[config.mk]
export PLATFORM = sky130hd
export DESIGN_NAME = gpio_pulse_scheduler
export DESIGN_NICKNAME = d
export VERILOG_FILES = /design/src/rtl/gpio_sched_pkg.sv /design/src/rtl/gpio_rr_arbiter.sv /design/src/rtl/gpio_pulse_scheduler.sv
export SDC_FILE = /design/constraint.sdc
export NUM_CORES = 1
export LEC_CHECK = 0
export CAP_MARGIN = 20
export CORE_MARGIN = 8
export CORE_UTILIZATION = 60
export DETAILED_ROUTE_END_ITERATION = 10
export DONT_BUFFER_PORTS = 1
export PLACE_DENSITY_LB_ADDON = 0.3
export SLEW_MARGIN = 20
export SYNTH_ARGS = -nofsm -noshare
export SYNTH_HDL_FRONTEND = slang
export SYNTH_SLANG_ARGS = --single-unit
[constraint.sdc]
create_clock -name i_clk -period 10 [get_ports i_clk]
set_input_delay 0.5 -clock i_clk [delete_from_list [all_inputs] [get_ports i_clk]]
set_output_delay 0.5 -clock i_clk [all_outputs]
set_load 0.1 [all_outputs]
[src/rtl/gpio_sched_pkg.sv]
// Shared types and default sizes for the GPIO pulse scheduler.
package gpio_sched_pkg;

  localparam int unsigned N_REQ_DEF  = 4;
  localparam int unsigned HALF_W_DEF = 27;
  localparam int unsigned PCNT_W_DEF = 16;

  typedef enum logic [1:0] {
    IDLE = 2'd0,
    HIGH = 2'd1,
    LOW  = 2'd2,
    DONE = 2'd3
  } sched_state_e;

  // Index width for n requesters; never less than one bit.
  function automatic int unsigned idx_w(input int unsigned n);
    return (n > 1) ? $clog2(n) : 1;
  endfunction

endpackage

[src/rtl/gpio_rr_arbiter.sv]
// Combinational round-robin picker: first set request at or above the pointer, wrapping.
module gpio_rr_arbiter
  import gpio_sched_pkg::*;
#(
  parameter int unsigned N_REQ = N_REQ_DEF,
  parameter int unsigned IDX_W = idx_w(N_REQ)
) (
  input  logic [N_REQ-1:0] i_req,
  input  logic [IDX_W-1:0] i_ptr,
  output logic [N_REQ-1:0] o_gnt_c,
  output logic [IDX_W-1:0] o_idx_c,
  output logic             o_valid_c
);

  logic [IDX_W-1:0] cand;

  // Walk the requesters in priority order starting at the pointer; keep the first hit.
  always_comb begin
    o_gnt_c   = '0;
    o_idx_c   = '0;
    o_valid_c = 1'b0;
    cand      = '0;
    for (int unsigned i = 0; i < N_REQ; i++) begin
      cand = IDX_W'((32'(i_ptr) + i) % N_REQ);
      if (!o_valid_c && i_req[cand]) begin
        o_valid_c     = 1'b1;
        o_gnt_c[cand] = 1'b1;
        o_idx_c       = cand;
      end
    end
  end

endmodule

[src/rtl/gpio_pulse_scheduler.sv]
// Shares one GPIO pin among requesters: round-robin pick, then a burst of square pulses, then ack.
module gpio_pulse_scheduler
  import gpio_sched_pkg::*;
#(
  parameter int unsigned N_REQ  = N_REQ_DEF,
  parameter int unsigned HALF_W = HALF_W_DEF,
  parameter int unsigned PCNT_W = PCNT_W_DEF
) (
  input  logic                     i_clk,
  input  logic                     i_rst,
  input  logic [N_REQ-1:0]         i_req,
  input  logic [N_REQ*HALF_W-1:0]  i_half_period,
  input  logic [N_REQ*PCNT_W-1:0]  i_pulse_cnt,
  output logic [N_REQ-1:0]         o_grant,
  output logic [N_REQ-1:0]         o_ack,
  output logic                     o_busy,
  output logic                     o_gpio
);

  localparam int unsigned IDX_W = idx_w(N_REQ);

  sched_state_e      state_q, state_d;
  logic [IDX_W-1:0]  ptr_q, ptr_d;
  logic [HALF_W-1:0] half_q, half_d;
  logic [PCNT_W-1:0] cnt_q, cnt_d;
  logic [HALF_W-1:0] phase_q, phase_d;
  logic [PCNT_W-1:0] pcnt_q, pcnt_d;
  logic [N_REQ-1:0]  grant_q, grant_d;
  logic [N_REQ-1:0]  ack_q, ack_d;
  logic              busy_q, busy_d;
  logic              gpio_q, gpio_d;

  logic [N_REQ-1:0]  arb_gnt;
  logic [IDX_W-1:0]  arb_idx;
  logic              arb_valid;
  logic [HALF_W-1:0] sel_half;
  logic [PCNT_W-1:0] sel_cnt;
  logic [IDX_W-1:0]  ptr_next;
  logic              phase_last;
  logic [PCNT_W-1:0] pcnt_inc;

  gpio_rr_arbiter #(
    .N_REQ (N_REQ),
    .IDX_W (IDX_W)
  ) u_arb (
    .i_req     (i_req),
    .i_ptr     (ptr_q),
    .o_gnt_c   (arb_gnt),
    .o_idx_c   (arb_idx),
    .o_valid_c (arb_valid)
  );

  // Winner's configuration slice, pointer successor and counter terminal conditions.
  always_comb begin
    sel_half   = i_half_period[32'(arb_idx) * HALF_W +: HALF_W];
    sel_cnt    = i_pulse_cnt[32'(arb_idx) * PCNT_W +: PCNT_W];
    ptr_next   = (arb_idx == IDX_W'(N_REQ - 1)) ? '0 : arb_idx + IDX_W'(1);
    phase_last = (phase_q == half_q - HALF_W'(1));
    pcnt_inc   = pcnt_q + PCNT_W'(1);
  end

  // State register.
  always_ff @(posedge i_clk) begin
    if (i_rst) state_q <= IDLE;
    else       state_q <= state_d;
  end

  // Next-state logic.
  always_comb begin
    state_d = state_q;
    case (state_q)
      IDLE: if (arb_valid) state_d = (sel_cnt == '0) ? DONE : HIGH;
      HIGH: if (phase_last) state_d = LOW;
      LOW:  if (phase_last) state_d = (pcnt_inc == cnt_q) ? DONE : HIGH;
      DONE: state_d = IDLE;
      default: state_d = IDLE;
    endcase
  end

  // Datapath and output flop next values; config only latched on leaving IDLE.
  always_comb begin
    ptr_d   = ptr_q;
    half_d  = half_q;
    cnt_d   = cnt_q;
    phase_d = phase_q;
    pcnt_d  = pcnt_q;
    grant_d = grant_q;
    ack_d   = '0;
    gpio_d  = gpio_q;
    busy_d  = (state_d != IDLE);
    case (state_q)
      IDLE: begin
        if (arb_valid) begin
          ptr_d   = ptr_next;
          half_d  = (sel_half == '0) ? HALF_W'(1) : sel_half;
          cnt_d   = sel_cnt;
          phase_d = '0;
          pcnt_d  = '0;
          if (sel_cnt == '0) begin
            grant_d = '0;
            ack_d   = arb_gnt;
            gpio_d  = 1'b0;
          end else begin
            grant_d = arb_gnt;
            gpio_d  = 1'b1;
          end
        end
      end
      HIGH: begin
        if (phase_last) begin
          phase_d = '0;
          gpio_d  = 1'b0;
        end else begin
          phase_d = phase_q + HALF_W'(1);
        end
      end
      LOW: begin
        if (phase_last) begin
          phase_d = '0;
          pcnt_d  = pcnt_inc;
          if (pcnt_inc == cnt_q) begin
            grant_d = '0;
            ack_d   = grant_q;
            gpio_d  = 1'b0;
          end else begin
            gpio_d  = 1'b1;
          end
        end else begin
          phase_d = phase_q + HALF_W'(1);
        end
      end
      DONE: begin
        grant_d = '0;
        gpio_d  = 1'b0;
      end
      default: begin
        grant_d = '0;
        gpio_d  = 1'b0;
      end
    endcase
  end

  // Datapath and output flops; reset aborts any burst without an ack.
  always_ff @(posedge i_clk) begin
    if (i_rst) begin
      ptr_q   <= '0;
      half_q  <= '0;
      cnt_q   <= '0;
      phase_q <= '0;
      pcnt_q  <= '0;
      grant_q <= '0;
      ack_q   <= '0;
      busy_q  <= 1'b0;
      gpio_q  <= 1'b0;
    end else begin
      ptr_q   <= ptr_d;
      half_q  <= half_d;
      cnt_q   <= cnt_d;
      phase_q <= phase_d;
      pcnt_q  <= pcnt_d;
      grant_q <= grant_d;
      ack_q   <= ack_d;
      busy_q  <= busy_d;
      gpio_q  <= gpio_d;
    end
  end

  assign o_grant = grant_q;
  assign o_ack   = ack_q;
  assign o_busy  = busy_q;
  assign o_gpio  = gpio_q;

endmodule
* Word-level counts from Yosys, hierarchy flattened
Cells that the tools add are included.
** Operators by class
- Multiply operators :: 1
- Eq/ne operators :: 10
- Reductions and logical operators :: 23
- Add/subtract/negate cells :: 7
- Mux-type cells :: 58
- Divide/modulo/power cells :: 0
- Bitwise logic cells :: 3
- Order comparisons :: 8
- Shifts and indexed selects :: 2
** Operators by type and width (count)
- $shiftx 108x8->27 :: 1
- $mux 27 :: 3
- $shiftx 64x7->16 :: 1
- $pmux 27 s2 :: 1
- $mux 4 :: 12
- $mux 16 :: 2
- $pmux 16 s2 :: 1
- $add 27x1->27 const B :: 1
- $eq 27x27->1 :: 1
- $logic_not 27->1 :: 1
- $sub 27x1->27 const B :: 1
- $mux 2 :: 10
- $mux 1 :: 17
- $add 16x1->16 const B :: 1
- $eq 16x16->1 :: 1
- $logic_not 16->1 :: 1
- $lt 2x3->1 const B :: 4
- $or 4x4->4 :: 3
- $pmux 4 s3 :: 1
- $bmux 1 s2 :: 4
- $demux 1 s2 :: 4
- $ge 2x1->1 const B :: 4
- $ne 2x2->1 const B :: 4
- $pmux 2 s4 :: 1
- 16 further kinds :: 32
** Storage, ports and cells
- RAM bits :: 0
- Word-level logic and storage cells :: 122
- Bits of input ports :: 178
- Bits in latches :: 0
- Output and inout port bits :: 10
- Bits in read-only memories :: 0
- Memories kept :: 0
- Flip-flop bits (word level) :: 100

* Depth between registers and ports, before layout
Gate-level depths: netlist of run 1.
- Word-level depth :: 18
- Depth in mapped cells :: 16

* Modules after synthesis
From an unflattened synthesis of run 1, not the netlist that was laid out.
** Unflattened totals
- Cell total of the unflattened synthesis :: 872
- Area total of the unflattened synthesis :: 7477.2 um^2
** By module, submodules not included
- gpio_pulse_scheduler :: instances 1, area each 7055.5 um^2, seq. area each 2001.9 um^2, cells each 827
- gpio_rr_arbiter :: instances 1, area each 421.7 um^2, seq. area each 0.0 um^2, cells each 45

* Least setup slack after synthesis of run 1
No wires, ideal clock.
- Path kind :: register to register
- Start point :: register ptr_q[0]
- End point :: register grant_q[3] (netlist: o_grant[3])
- Setup time :: 118 ps
- Stages on the path, launching flop included :: 15
- Required time :: 9882 ps
- Path buffers :: 3
- Data arrival time :: 4101 ps
- Slack :: 5781 ps
- Cells stage by stage :: dfxtp_1 -> clkbuf_1 -> inv_1 -> ha_1 -> buf_2 -> mux4_2 -> nor2b_1 -> nor2b_1 -> clkbuf_1 -> mux2_2 -> a222oi_1 -> nand4b_1 -> a2111oi_2 -> nor4_1 -> a22o_1
** Between the ends
- Word-level cells in the longest chain between the ends :: 17
- Elaborated cells on any way between the ends :: 59
- Those cells by class :: 3 x add/sub; 8 x order compare; 1 x eq/ne; 1 x shift; 31 x mux; 3 x bitwise; 12 x reduce/logical
** Ends and longest elaborated chain
- start, declared :: line gpio_pulse_scheduler.sv:23 : logic [IDX_W-1:0] ptr_q, ptr_d;
- start signal, assigned :: line gpio_pulse_scheduler.sv:156 : ptr_q <= ptr_d;
- branches (longest 17 deep; another with $add 2x1->2)
- end signal, assigned :: line gpio_pulse_scheduler.sv:161 : grant_q <= grant_d;
- end, declared :: line gpio_pulse_scheduler.sv:28 : logic [N_REQ-1:0] grant_q, grant_d;
Several ways; the timed one is not identified. The select of a mux whose other input is x is not followed.
A chain may end at the register's enable or synchronous reset.

* Worst setup path after layout of run 1
Ends and elaborated chain as after synthesis.

==> results of run 1 <==
[flip-flops by register name (all words and copies together), names as in the netlist]
| name | count |
|---|---|
| cnt_q | 16 |
| half_q | 27 |
| o_ack | 4 |
| o_busy | 1 |
| o_gpio | 1 |
| o_grant | 4 |
| pcnt_q | 16 |
| phase_q | 27 |
| ptr_q | 2 |
| state_q | 2 |
[how the worst max path moves through the flow]
stage,from,endpoint,slack [ps],depth (start not counted)
floorplan,ptr_q[0],o_grant[3],5780,14
global placement,ptr_q[0],o_grant[3],4400,12
detailed placement,ptr_q[0],o_grant[3],4270,12
CTS,ptr_q[0],o_grant[3],4230,12
global route,ptr_q[0],o_grant[3],4300,12
finish,ptr_q[0],o_grant[3],4630,12
[kinds of logic (layout without fill, tap and decap cells)]
family | after synthesis | after routing
adders and majority gates | 16 | 16
muxes | 79 | 79
and+or+nand+nor | 506 | 506
buffers and inverters | 103 | 41
AOI/OAI and AO/OA | 240 | 240
xor gates and xnor gates | 66 | 66
DFF | 100 | 100
[final cells by class]
| class | count | area, µm² | area share (%) |
|---|---|---|---|
| timing repair buffer | 8 | 60.1 | 0.708 |
| inverter | 18 | 67.6 | 0.797 |
| clock buffer | 11 | 243 | 2.86 |
| multi-input combinational | 907 | 5810 | 68.5 |
| tap | 176 | 220 | 2.60 |
| sequential | 100 | 2000 | 23.6 |
| clock inverter | 4 | 73.8 | 0.871 |
[synth_stat cells, types with 15 or more instances]
cell | instances | area, µm²
sky130_fd_sc_hd__nand2_1 | 177 | 664
sky130_fd_sc_hd__dfxtp_1 | 100 | 2000
sky130_fd_sc_hd__nor2_1 | 86 | 323
sky130_fd_sc_hd__mux2i_1 | 62 | 621
sky130_fd_sc_hd__clkbuf_1 | 61 | 229
sky130_fd_sc_hd__a21oi_1 | 60 | 300
sky130_fd_sc_hd__nand3_1 | 48 | 240
sky130_fd_sc_hd__xnor2_1 | 35 | 307
sky130_fd_sc_hd__xor2_1 | 31 | 272
sky130_fd_sc_hd__a31oi_1 | 28 | 175
sky130_fd_sc_hd__o21ai_0 | 28 | 140
sky130_fd_sc_hd__a211oi_1 | 26 | 195
sky130_fd_sc_hd__and2_1 | 25 | 156
sky130_fd_sc_hd__nor3_1 | 24 | 120
sky130_fd_sc_hd__nor4_1 | 22 | 138
sky130_fd_sc_hd__nand4_1 | 21 | 131
sky130_fd_sc_hd__inv_1 | 18 | 67.6
sky130_fd_sc_hd__or3_1 | 17 | 106
sky130_fd_sc_hd__ha_1 | 16 | 200
sky130_fd_sc_hd__or4_1 | 16 | 120
sky130_fd_sc_hd__a22oi_1 | 15 | 113
[cell usage in the layout (no fill, tap or decap), types with 5 or more instances in the layout]
cell type / count
sky130_fd_sc_hd__or3_1: 17
sky130_fd_sc_hd__nor2b_1: 6
sky130_fd_sc_hd__ha_1: 16
sky130_fd_sc_hd__nand2_1: 177
sky130_fd_sc_hd__mux2i_1: 62
sky130_fd_sc_hd__nand4_1: 21
sky130_fd_sc_hd__nor2_1: 86
sky130_fd_sc_hd__clkbuf_16: 9
sky130_fd_sc_hd__o211ai_1: 5
sky130_fd_sc_hd__nand3_1: 48
sky130_fd_sc_hd__nor4b_1: 6
sky130_fd_sc_hd__and3_1: 9
sky130_fd_sc_hd__nor3_1: 24
sky130_fd_sc_hd__a22oi_1: 15
sky130_fd_sc_hd__or2_2: 5
sky130_fd_sc_hd__a311o_1: 8
sky130_fd_sc_hd__a21o_1: 6
sky130_fd_sc_hd__xnor2_1: 35
sky130_fd_sc_hd__inv_1: 18
sky130_fd_sc_hd__a31oi_1: 28
sky130_fd_sc_hd__buf_4: 8
sky130_fd_sc_hd__and2_1: 25
sky130_fd_sc_hd__dfxtp_1: 99
sky130_fd_sc_hd__or4_1: 16
sky130_fd_sc_hd__nor4_1: 22
sky130_fd_sc_hd__o22ai_1: 6
sky130_fd_sc_hd__nand3b_1: 13
sky130_fd_sc_hd__a211oi_1: 26
sky130_fd_sc_hd__nand2b_1: 9
sky130_fd_sc_hd__xor2_1: 31
sky130_fd_sc_hd__a22o_1: 6
sky130_fd_sc_hd__o21ai_0: 27
sky130_fd_sc_hd__a21oi_1: 60
sky130_fd_sc_hd__o31ai_1: 5
sky130_fd_sc_hd__mux2_2: 14
sky130_fd_sc_hd__a32oi_1: 6
[routing by layer]
metal | GRT usage, % | share of wire [%] | vias up
li1 | - | - | 3906
met1 | 34.0 | 42 | 3756
met2 | 42.9 | 47 | 420
met3 | 5.87 | 8.7 | 54
met4 | 8.90 | 2.5 | 0
met5 | 0 | 0 | -
[worst reg2reg max path, cell delays in order (launching register included)]
cell and delay (ps):
sky130_fd_sc_hd__dfxtp_2 720, sky130_fd_sc_hd__inv_1 280, sky130_fd_sc_hd__ha_1 500, sky130_fd_sc_hd__mux4_2 480
sky130_fd_sc_hd__o211ai_1 190, sky130_fd_sc_hd__o21ai_4 110, sky130_fd_sc_hd__buf_4 750, sky130_fd_sc_hd__mux2_2 460
sky130_fd_sc_hd__a2111oi_0 400, sky130_fd_sc_hd__o2111ai_1 180, sky130_fd_sc_hd__a2111oi_2 720, sky130_fd_sc_hd__nor4_1 220
sky130_fd_sc_hd__a22o_1 250
[report_power, final]
| group | leakage [nW] | switching [mW] | internal, mW | total, mW |
|---|---|---|---|---|
| Clock | 0.156 | 0.156 | 0.225 | 0.381 |
| Sequential | 0.817 | 0.244 | 0.492 | 0.736 |
| Combinational | 2.16 | 0.981 | 0.656 | 1.64 |
[metrics by stage]
step / std cells / instance area, µm²
CTS: 1224 / 8480
finish: 1224 / 8480
detailed placement: 1209 / 8160
global route: 1224 / 8480
global placement: 1209 / 8160
floorplan: 1110 / 8210
==> reports/results.md, run 1 <==
| Metric | This run | Unit |
| --- | --- | --- |
| Worst-case setup slack after placement | 4270 | ps |
| Ys flop type | sky130_fd_sc_hd__dfxtp_1 | - |
| Clk slew on worst S/H paths | 70 | ps |
| Post_cts resized | 0 | - |
| Run status | finished clean | - |
| Max-Cap Viols | 0 | - |
| Final period util | 53.7 | % |
| Slowest stage delay, CP | 750 | ps |
| # clock sinks | 100 | - |
| Data arrival at the endpoint of the critical path | 5620 | ps |
| Share of post-route cells with drive strength above 1 | 5.73 | % |
| Number of flops mapped to enable cells by yosys | 0 | - |
| Residual DRC count | 0 | - |
| Syn avg cell area | 7.39 | µm² |
| Weighted congestion at the end of routability-driven global placement | 0.959 | - |
| Post-Route Utilization | 63.8 | % |
| Initial drt markers | 923 | - |
| Count of vias placed by the detailed router | 8,136 | - |
| Global-route wire length before repair | 39.0 | mm |
| Die Span X | 133 | µm |
| Total global routing overflow | 0 | - |
| Post CTS Setup Buffer Count | 0 | - |
| Overall power after layout | 2.75 | mW |
| Final worst-path setup slack | 4630 | ps |
| Clk root buf | sky130_fd_sc_hd__clkbuf_16 | - |
| Synthesized-area fraction occupied by xor and xnor cells | 7.04 | % |
| Worst hold-check slack | 210 | ps |
| Final number of max-transition violations | 0 | - |
| Fin. Hold Viols | 0 | - |
| Hold Path Sink | phase_q[22] | - |
| Gr usage total | 26.5 | % |
| Path category of the worst min-delay check | in2reg | - |
| Warnings, synthesis | 0 | - |
| RR Endpoint | o_grant[3] | - |
| Largest family of logic cells by synthesized area | simple AND/OR/NAND/NOR gates | - |
| HPWL reported at the end of detailed placement | 18.7 | mm |
| Longest Clk Path Bufs | 2 | - |
| Synthesized-area fraction occupied by and/or/nand/nor cells | 31.0 | % |
| Number of global-route vias before repair | 7,493 | - |
| Clock Latency Late Sink | 360 | ps |
| Starting density of the core | 61.7 | % |
| Number of storage elements in the synthesis netlist | 100 | - |
| Post-synthesis adder-cell area fraction | 2.44 | % |
| Setup repair after global routing missed its margin | no | - |
| Cts hold-fix bufs | 0 | - |
| Count of cell types in the netlist | 75 | - |
| Origin of the critical flop-to-flop path | ptr_q[0] | - |
| Post-Route WL | 24.2 | mm |
| Post-Synthesis Cells | 1,110 | - |
| Startpoint of the most critical hold path | i_rst | - |
| Multiplexer fraction of the synthesized cell area | 10.2 | % |
| Count of antenna-violating nets left after detailed routing | 0 | - |
| Filler cell count | 1,176 | - |
| Number of buffers inserted during clock tree synthesis | 9 | - |
| Row count | 42 | - |
| Clock period minus worst slack | 5370 | ps |
| Internal reg-to-reg setup slack | 4630 | ps |
| Antenna cell count | 0 | - |
| Cell Chain, Critical Path | inv_1, ha_1, mux4_2, o211ai_1, o21ai_4, buf_4, mux2_2, a2111oi_0, o2111ai_1, a2111oi_2, nor4_1, a22o_1 | - |
| Synth-to-layout area growth | 3.31 | % |
| Share of flip-flops with an asynchronous set or reset | 0 | % |
| Count of pins on the block boundary | 188 | - |
| Post-route clock skew | 9.12 | ps |
| Clock tree from TritonCTS | built | - |
| Critical Path Sink Type | register | - |
| Kind of start point of the critical path | register | - |
| Pin count of the biggest net entering global routing | 84 | - |
| Sequential area share after synthesis | 24.4 | % |
| Slowest stage cell, crit path | sky130_fd_sc_hd__buf_4 | - |
| Chip Height | 133 | µm |
| Core ar. | 13,300 | µm² |
| WS Path Type | reg2reg | - |
| Antenna violations before repair | 0 | - |
| Relative max-transition margin | 29.5 | % |
| Largest vdd supply drop | 0.243 | mV |
| Leakage dissipation | 3.13 | nW |
| Hold Crit Depth | 1 | - |
| Highest clock frequency the design can meet | 186 | MHz |
| Pwr/cell area | 325 | nW/µm² |
| Cell depth of the worst flop-to-flop path | 12 | - |
| Pre-antenna DRT Iters | 7 | - |
| Critical Path Fanout Max | 83 | - |
| Buffer and inverter count on the worst path | 2 | - |
| Synthesized-area fraction occupied by ao, oa, aoi and oai cells | 19.8 | % |
| Worst Tran Pin Value | 1060 | ps |
| Cell type group with the largest total delay on the critical path | compound AO/OA/AOI/OAI gates | - |
| IO buf count | 0 | - |
| Syn nets | 1,304 | - |
| Data required time of the critical path | 10,250 | ps |
| Post-DR wirelength/cell | 19.8 | µm |
| Final setup vio count | 0 | - |
| Die outline area | 17,700 | µm² |
| Depth of the CTS H-tree | 3 | - |
| Sum Neg Setup Slack | 0 | ps |
| Via count normalized by instance count | 6.65 | - |
| Mapped Area | 8210 | µm² |
| Number of nets in the layout | 1,238 | - |
Power figures use the tool's default switching activity.
==> run 2: changes to the inputs <==
- ABC_AREA: default -> 1
- clock period: 10 -> 5.49 ns (I/O delays scaled with it)
==> reports/results.md, run 2 <==
| Metric | This run | Unit | Delta |
| --- | --- | --- | --- |
| Run status | finished clean | - |  |
| Longest Clk Path Bufs | 2 | - | unchanged |
| Met1 Wirelength | 12.5 | mm | +23% |
| Sum Neg Setup Slack | 0 | ps | unchanged |
| Final setup vio count | 0 | - | unchanged |
| Ys flop type | sky130_fd_sc_hd__dfxtp_1 | - |  |
| Starting density of the core | 60.7 | % | -1.0 points |
| Critical Path Fanout Max | 58 | - | -30% |
| Wire length on met2 | 12.4 | mm | +9.6% |
| Leakage dissipation | 4.43 | nW | +42% |
| Fin. Hold Viols | 0 | - | unchanged |
| Gr usage total | 27.8 | % | +1.3 points |
| Number of flops mapped to enable cells by yosys | 0 | - | unchanged |
| Worst Tran Pin Value | 1080 | ps | +21.7 ps |
| Sequential area share after synthesis | 21.8 | % | -2.5 points |
| Most common cell in the synthesized netlist | sky130_fd_sc_hd__nand2_1 | - |  |
| Internal reg-to-reg setup slack | 1070 | ps | -3560 ps |
| Highest clock frequency the design can meet | 226 | MHz | +21% |
| Hold Crit Depth | 3 | - | +2 |
| Die outline area | 19,500 | µm² | +10% |
| Startpoint of the most critical hold path | i_rst | - |  |
| Critical Path Sink Type | register | - |  |
| Weighted congestion at the end of routability-driven global placement | 0.946 | - | -1.3% |
| Cts hold-fix bufs | 3 | - | +3 |
| Final period util | 80.6 | % | +27 points |
| Cell depth of the worst flop-to-flop path | 19 | - | +7 |
| Mapped Area | 9170 | µm² | +12% |
| Antenna cell count | 0 | - | unchanged |
| Pre-antenna DRT Iters | 5 | - | -2 |
| Die Span X | 140 | µm | +5.0% |
| Largest vdd supply drop | 0.646 | mV | +170% |
| Met3 wire length | 2.21 | mm | +4.9% |
| IO buf count | 0 | - | unchanged |
| Count of pins on the block boundary | 188 | - | unchanged |
| Post-route clock skew | 11.5 | ps | +2.36 ps |
| Synth-to-layout area growth | 2.33 | % |  |
| Clock tree from TritonCTS | built | - |  |
| Total global routing overflow | 0 | - | unchanged |
| Pin count of the biggest net entering global routing | 64 | - | -24% |
| Post_cts resized | 0 | - | unchanged |
| Most frequent cells in the layout | sky130_fd_sc_hd__nand2_1, sky130_fd_sc_hd__nand3_1, sky130_fd_sc_hd__nor2_1 | - |  |
| Highest metal layer with signal wires | met4 | - |  |
| Clock period minus worst slack | 4420 | ps | -950 ps |
| Most common cell after layout, fill and taps aside | sky130_fd_sc_hd__nand2_1 | - |  |
| Post-DR wirelength/cell | 16.1 | µm | -19% |
| Count of cell types in the netlist | 47 | - | -37% |
| Data required time of the critical path | 5770 | ps | -4480 ps |
| Post-Route Utilization | 62.2 | % | -1.6 points |
| Warnings, synthesis | 0 | - | unchanged |
| Data arrival at the endpoint of the critical path | 4710 | ps | -910 ps |
| Max-Cap Viols | 0 | - | unchanged |
| Depth of the CTS H-tree | 3 | - | unchanged |
| Path category of the worst min-delay check | in2reg | - |  |
| Via count normalized by instance count | 5.83 | - | -12% |
| Initial drt markers | 1,098 | - | +19% |
| Yosys top cell area share | 23.0 | % | -1.4 points |
| HPWL reported at the end of detailed placement | 21.5 | mm | +15% |
| Kind of start point of the critical path | register | - |  |
| Global-route wire length before repair | 44.7 | mm | +15% |
| Most used standard cells in the synthesized netlist | sky130_fd_sc_hd__nand2_1, sky130_fd_sc_hd__nand3_1, sky130_fd_sc_hd__nor2_1 | - |  |
| Final number of max-transition violations | 0 | - | unchanged |
| Share of post-route cells with drive strength above 1 | 4.58 | % | -1.1 points |
| Setup repair after global routing missed its margin | no | - |  |
| Row count | 45 | - | +7.1% |
| Library cell occupying the most area in the post-synthesis netlist | sky130_fd_sc_hd__nand2_1 | - |  |
| # clock sinks | 100 | - | unchanged |
| Number of global-route vias before repair | 8,963 | - | +20% |
| Antenna violations before repair | 0 | - | unchanged |
| Share of flip-flops with an asynchronous set or reset | 0 | % | unchanged |
| Residual DRC count | 0 | - | unchanged |
| Chip Height | 140 | µm | +5.0% |
| Count of antenna-violating nets left after detailed routing | 0 | - | unchanged |
| Pwr/cell area | 661 | nW/µm² | +100% |
| Number of buffers inserted during clock tree synthesis | 9 | - | unchanged |
| WS Path Type | reg2reg | - |  |
| Dominant cells by area after synthesis | sky130_fd_sc_hd__nand2_1, sky130_fd_sc_hd__dfxtp_1, sky130_fd_sc_hd__nand3_1, sky130_fd_sc_hd__nor2_1, sky130_fd_sc_hd__inv_1 | - |  |
| Clk root buf | sky130_fd_sc_hd__clkbuf_16 | - |  |
| Number of storage elements in the synthesis netlist | 100 | - | unchanged |
| Largest registers | half_q (27), phase_q (27) | - |  |
| Post-Route WL | 28.0 | mm | +16% |
| Clock Latency Late Sink | 360 | ps | about the same |
| RR Endpoint | o_grant[1] | - |  |
| Relative max-transition margin | 28.1 | % | -1.5 points |
| Origin of the critical flop-to-flop path | ptr_q[0] | - |  |
| Syn avg cell area | 5.72 | µm² | -23% |
| Number of nets in the layout | 1,740 | - | +41% |
| Post-Synthesis Cells | 1,601 | - | +44% |
| Syn nets | 1,795 | - | +38% |
| Hold Path Sink | cnt_q[12] | - |  |
| Crit path from | ptr_q[0] | - |  |
| Count of vias placed by the detailed router | 10,132 | - | +25% |
| Core ar. | 15,100 | µm² | +13% |
| Clk slew on worst S/H paths | 70 | ps | about the same |
| Post CTS Setup Buffer Count | 0 | - | unchanged |
[run 2: cells by family (layout without fill, tap and decap cells)]
group | count (synthesis) | in the layout | share of synthesized area, %
AO/OA/AOI/OAI | 167 | 167 | 10.1
XOR/XNOR | 60 | 60 | 5.88
adder cells (fa/ha/maj) | 16 | 16 | 2.18
buffers and inverters | 224 | 174 | 10.5
flip-flops | 100 | 100 | 21.8
AND/OR/NAND/NOR | 1034 | 1034 | 49.5
[run 2: stage by stage]
stage	hold WS, ps	cell area (µm²)	instances	total power [mW]	setup slack, ps
after floorplan	449	9170	1601	4.75	2850
after global placement	355	9040	1719	5.42	1280
after detailed placement	358	9040	1719	5.47	1130
after CTS	70.5	9350	1738	6.09	1110
after global routing	90.3	9380	1739	6.80	628
final	82.6	9380	1739	6.20	1070
[run 2: worst max-delay path by stage]
stage / cells after the start / end / slack [ps]
final: 19 / o_grant[1] / 1070
after global routing: 19 / o_grant[1] / 630
after global placement: 19 / o_grant[1] / 1280
after detailed placement: 19 / o_grant[0] / 1130
after floorplan: 18 / o_grant[0] / 2850
after CTS: 19 / o_grant[0] / 1110
[run 2: where the power goes]
group | total [mW] | leakage [nW] | switching (mW) | internal [mW]
logic | 4.40 | 3.49 | 3.03 | 1.37
clock network | 0.599 | 0.124 | 0.292 | 0.307
registers | 1.20 | 0.818 | 0.321 | 0.883
[run 2: worst max-delay path, cell delays in order, from the launching register on]
cell and delay (ps):
sky130_fd_sc_hd__dfxtp_1 640, sky130_fd_sc_hd__inv_6 110, sky130_fd_sc_hd__ha_1 390, sky130_fd_sc_hd__inv_1 140
sky130_fd_sc_hd__nand2_1 90, sky130_fd_sc_hd__nand2_2 140, sky130_fd_sc_hd__o21ai_2 70, sky130_fd_sc_hd__nand2_2 500
sky130_fd_sc_hd__nand3_4 510, sky130_fd_sc_hd__inv_2 800, sky130_fd_sc_hd__nand2_1 180, sky130_fd_sc_hd__nand2_1 120
sky130_fd_sc_hd__nand2_1 50, sky130_fd_sc_hd__nand2_1 110, sky130_fd_sc_hd__nor2_1 40, sky130_fd_sc_hd__nand2_1 60
sky130_fd_sc_hd__nor2_1 50, sky130_fd_sc_hd__nand2_1 120, sky130_fd_sc_hd__nand3_1 80, sky130_fd_sc_hd__a21oi_1 130
[run 2: metal layers]
metal	vias up	GRT usage [%]
met4	0	10.3
li1	5079	-
met3	49	4.10
met2	481	44.2
met5	-	0
met1	4523	37.3
[run 2: layout make-up]
cell class / instances / area (µm²)
clock buffers: 10 / 229
clock inverters: 6 / 41.3
fillers: 1484 / 5710
inverters: 149 / 564
multi-input cells: 1277 / 6200
flip-flops and latches: 100 / 2000
well taps: 188 / 235
repair buffers: 9 / 105
